<file path="config.mk">
export PLATFORM = sky130hd
export DESIGN_NAME = fwd_hazard_unit
export DESIGN_NICKNAME = d
export VERILOG_FILES = /design/src/rtl/fwd_hazard_unit.sv
export SDC_FILE = /design/constraint.sdc
export NUM_CORES = 1
export LEC_CHECK = 0
export BUFFER_PORTS_ARGS = -buffer_cell sky130_fd_sc_hd__buf_2
export CAP_MARGIN = 40
export CORE_AREA = 2 2 62 64
export CTS_CLUSTER_DIAMETER = 100
export DETAILED_ROUTE_END_ITERATION = 8
export DIE_AREA = 0 0 64 66
export MAX_ROUTING_LAYER = met4
export PLACE_DENSITY_LB_ADDON = 0.05
export SYNTH_ARGS = -nofsm -noshare
export SYNTH_HDL_FRONTEND = slang
export SYNTH_SLANG_ARGS = --single-unit
</file>
<file path="constraint.sdc">
create_clock -name clk -period 2.3 [get_ports clk]
set_input_delay 0.46 -clock clk [delete_from_list [all_inputs] [get_ports clk]]
set_output_delay 0.46 -clock clk [all_outputs]
set_load 0.01 [all_outputs]
</file>
<file path="src/rtl/fwd_hazard_unit.sv">
// Operand forwarding select generation and load-use hazard detection for a 5-stage pipeline.
// Optional RF_BYPASS_EN adds combinational WB->ID bypass selects for register files without write-through.
module fwd_hazard_unit #(
  parameter int REG_AW = 5,
  parameter int CNT_W  = 16
) (
  input  logic              clk,
  input  logic              reset,
  input  logic [REG_AW-1:0] id_rs,
  input  logic [REG_AW-1:0] id_rt,
  input  logic              id_uses_rt,
  input  logic [REG_AW-1:0] id_rd,
  input  logic              id_reg_write,
  input  logic              id_mem_read,
  input  logic              flush,
  output logic [1:0]        forward_a,
  output logic [1:0]        forward_b,
  output logic              stall,
  output logic [CNT_W-1:0]  stall_count
`ifdef RF_BYPASS_EN
  ,
  output logic              id_bypass_a,
  output logic              id_bypass_b
`endif
);

  logic [REG_AW-1:0] idex_rd;
  logic              idex_reg_write;
  logic              idex_mem_read;
  logic [REG_AW-1:0] exmem_rd;
  logic              exmem_reg_write;
  logic [REG_AW-1:0] memwb_rd;
  logic              memwb_reg_write;

  logic [1:0]        fwd_a_next;
  logic [1:0]        fwd_b_next;
  logic              bubble;

  // Most recent producer wins: the instruction now in EX will be in MEM when the reader is in EX.
  function automatic logic [1:0] fwd_sel(input logic [REG_AW-1:0] src,
                                         input logic [REG_AW-1:0] ex_rd,
                                         input logic              ex_we,
                                         input logic [REG_AW-1:0] mem_rd,
                                         input logic              mem_we);
    if (ex_we && (ex_rd != '0) && (ex_rd == src))
      return 2'b10;
    else if (mem_we && (mem_rd != '0) && (mem_rd == src))
      return 2'b01;
    else
      return 2'b00;
  endfunction

  always_comb begin
    stall = 1'b0;
    if (!flush && idex_mem_read && (idex_rd != '0))
      stall = (idex_rd == id_rs) || (id_uses_rt && (idex_rd == id_rt));
    bubble     = stall || flush;
    fwd_a_next = fwd_sel(id_rs, idex_rd, idex_reg_write, exmem_rd, exmem_reg_write);
    fwd_b_next = fwd_sel(id_rt, idex_rd, idex_reg_write, exmem_rd, exmem_reg_write);
  end

`ifdef RF_BYPASS_EN
  always_comb begin
    id_bypass_a = memwb_reg_write && (memwb_rd != '0) && (memwb_rd == id_rs);
    id_bypass_b = memwb_reg_write && (memwb_rd != '0) && (memwb_rd == id_rt);
  end
`endif

  always_ff @(posedge clk) begin
    if (reset) begin
      idex_rd         <= '0;
      idex_reg_write  <= 1'b0;
      idex_mem_read   <= 1'b0;
      exmem_rd        <= '0;
      exmem_reg_write <= 1'b0;
      memwb_rd        <= '0;
      memwb_reg_write <= 1'b0;
      forward_a       <= 2'b00;
      forward_b       <= 2'b00;
      stall_count     <= '0;
    end else begin
      if (bubble) begin
        idex_rd        <= '0;
        idex_reg_write <= 1'b0;
        idex_mem_read  <= 1'b0;
        forward_a      <= 2'b00;
        forward_b      <= 2'b00;
      end else begin
        idex_rd        <= id_rd;
        idex_reg_write <= id_reg_write;
        idex_mem_read  <= id_mem_read;
        forward_a      <= fwd_a_next;
        forward_b      <= fwd_b_next;
      end
      // Later stages always advance; a stall only holds PC and IF/ID.
      exmem_rd        <= idex_rd;
      exmem_reg_write <= idex_reg_write;
      memwb_rd        <= exmem_rd;
      memwb_reg_write <= exmem_reg_write;
      if (stall && (stall_count != '1))
        stall_count <= stall_count + 1'b1;
    end
  end

endmodule

</file>
==> flow_summary.toml <==
[logic_synthesis]
synth_cell_types = 34
ys_ff_latch = 33
ys_async_sr_fraction_pct = 0
ys.flop_type = "dfxtp_1"
syn_inst = 171
synth_edf_count = 0
synth_area_um2 = 1550
synth_nets = 193
ys_warn_count = 0
seq_area_frac_synth_pct = 42.5
synth_area_per_cell_um2 = 9.09

[grt]
grt_use_met1_pct = 22.2
grtUsageTotal_pct = 19.0
grt_pass1_vias = 1366
busiest_layer = "met2"
grt_first_pass_wirelength_mm = 5.97
use_met3_pct = 4.43
grt_max_degree = 27
antenna_found_initial = 0
grt_overflow = 0
met2_usage_pct = 29.6

[cells_and_area]
regArea_um2 = 661
final_common_cell = "buf_2"
final_core_util_pct = 52.1
drive_gt1_share_pct = 25.6
area_growth_pct = 19.2
multi_input_area_um2 = 856
fin_nets = 237
antenna_cells = 0
fin_cells = 263
nFillCells = 342
final_cell_mix = "buf_2 (41), dfxtp_1 (33), nor2_1 (14)"

[sta]
slew_viol_final = 0
setup_viol = 0
fin_setup_tns_ns = 0
skew_ns = 0.00891
whs_ns = 0.344
hold_violations = 0
slew_headroom_pct = 57.0
max_freq_mhz = 462
min_period_over_period_pct = 94.2
fin_crit_ns = 2.17
rsz0062_at_grt = "false"
tightest_slew_ns = 0.644

[cts]
clk-insertion-delay-late_ns = 0.33
numCtsBuffers = 5
hold_buffers = 0
numClockSinks = 33
cts_tree = "built"
cts.path.max_buffers = 2
cts_post_setup_buffers_inserted = 1
cts_root_buffer = "clkbuf_4"
clkTransAtPathRegs_ns = 0.10
cts_resized = 0
htreeDepth = 2

[setup_path]
path_class = "reg2out"
cp.required_ns = 1.84
cp_max_fo = 4
cp-start-kind = "flop"
worstSetupEndpointType = "output port"
critPathArrivalTime_ns = 1.71

[floorplan]
die-area_um2 = 4220
fp.dieW_um = 64
core_area_um2 = 3550
fp.dieH_um = 66
ioPinCount = 42
rows = 22
start_util_pct = 43.8

[routing]
postRouteAntennaNets = 0
drc = 0
num_vias = 1404
drtIter0Drc = 96
via_per_inst = 5.34
avgRoutedWirePerCell_um = 13.3
route.final.wire_length_mm = 3.49
dr.pass1.iters = 4

[run_status]
status = "finished, final reports clean"

[pwr]
power_density_nw_per_um2 = 542
power_leakage_uw = 0.000753
max-vdd-ir-drop_mv = 0.347

[place]
place_congestion = 0.854
dp_hpwl_mm = 2.61
dpl.cell_count = 255
port_buffers = 41

[run]
drv_cap = 0

[worst_hold_path]
hold_path_class = "in2reg"
metal layers:
metal | part of all wire, % | up-vias | wire, µm
met3 | 6.0 | 9 | 210
met4 | 2.8 | 0 | 97
met2 | 44 | 40 | 1540
li1 | - | 696 | -
met1 | 47 | 659 | 1640
met5 | 0 | - | 0
cell type report:
class | count | share of cell area (%)
sequential | 33 | 35.7
multi-input combinational | 131 | 46.2
timing repair buffer | 42 | 11.5
inverter | 2 | 0.405
clock buffer | 7 | 2.97
tap | 48 | 3.24
where the power goes:
group / internal, µW / switching [µW] / leakage [µW]
combinational: 40.4 / 39.9 / 0.000455
clock: 144 / 192 / 0.0000314
sequential: 579 / 8.89 / 0.000267
synth_stat cells (2+ instances only):
master,number,share of area (%)
or4_1,6,2.9
nand3_1,8,2.6
o21ai_2,2,1.1
nor3_1,5,1.6
clkbuf_1,3,0.72
nor2b_1,10,4.0
o31ai_1,5,2.4
nand4_1,5,2.0
o21ai_1,4,1.3
dfxtp_1,33,43
xor2_1,9,5.1
o21ai_0,2,0.64
mux2_1,2,1.4
nor2_1,14,3.4
nand2_1,11,2.7
and3_1,7,2.8
xnor2_1,12,6.8
a21oi_1,11,3.5
or3_1,7,2.8
flip-flops by register name, summed over array words and instances (netlist names):
name / cells
idex_mem_read: 1
stall_count: 16
idex_reg_write: 1
exmem_rd: 5
exmem_reg_write: 1
forward_a: 2
idex_rd: 5
forward_b: 2
worst paths after layout:
kind,slack (ns),from,cells after the start,end
setup / recovery,0.13,idex_rd[1],5,stall
hold / removal,0.34,id_rd[0],2,idex_rd[0]
setup reg to reg,0.25,idex_rd[4],7,stall_count[15]
hold reg to reg,0.47,idex_reg_write,1,exmem_reg_write
logic make-up after synthesis:
logic type / Yosys count / share of synthesized area (%)
AO/OA/AOI/OAI: 28 / 11.8
XOR/XNOR: 21 / 11.8
adder cells (fa/ha/maj): 1 / 0.805
AND/OR/NAND/NOR: 77 / 27.5
flip-flops: 33 / 42.5
multiplexers: 4 / 3.06
buffers and inverters: 7 / 2.42
worst max-delay path, stage by stage (launching register included):
cell,delay [ns]
dfxtp_1,0.36
or4_4,0.55
o21ai_2,0.15
o21bai_4,0.15
inv_2,0.03
buf_2,0.13
metrics by stage:
stage | worst slack, ns | area, µm² | total power [µW]
finish | 0.133 | 1850 | 1000
global placement | 0.207 | 1790 | 679
CTS | 0.0975 | 1850 | 1010
floorplan | 0.468 | 1550 | 649
detailed placement | 0.152 | 1790 | 682
global route | 0.0354 | 1850 | 1050
No activity file was read; power rests on OpenSTA's default activity.
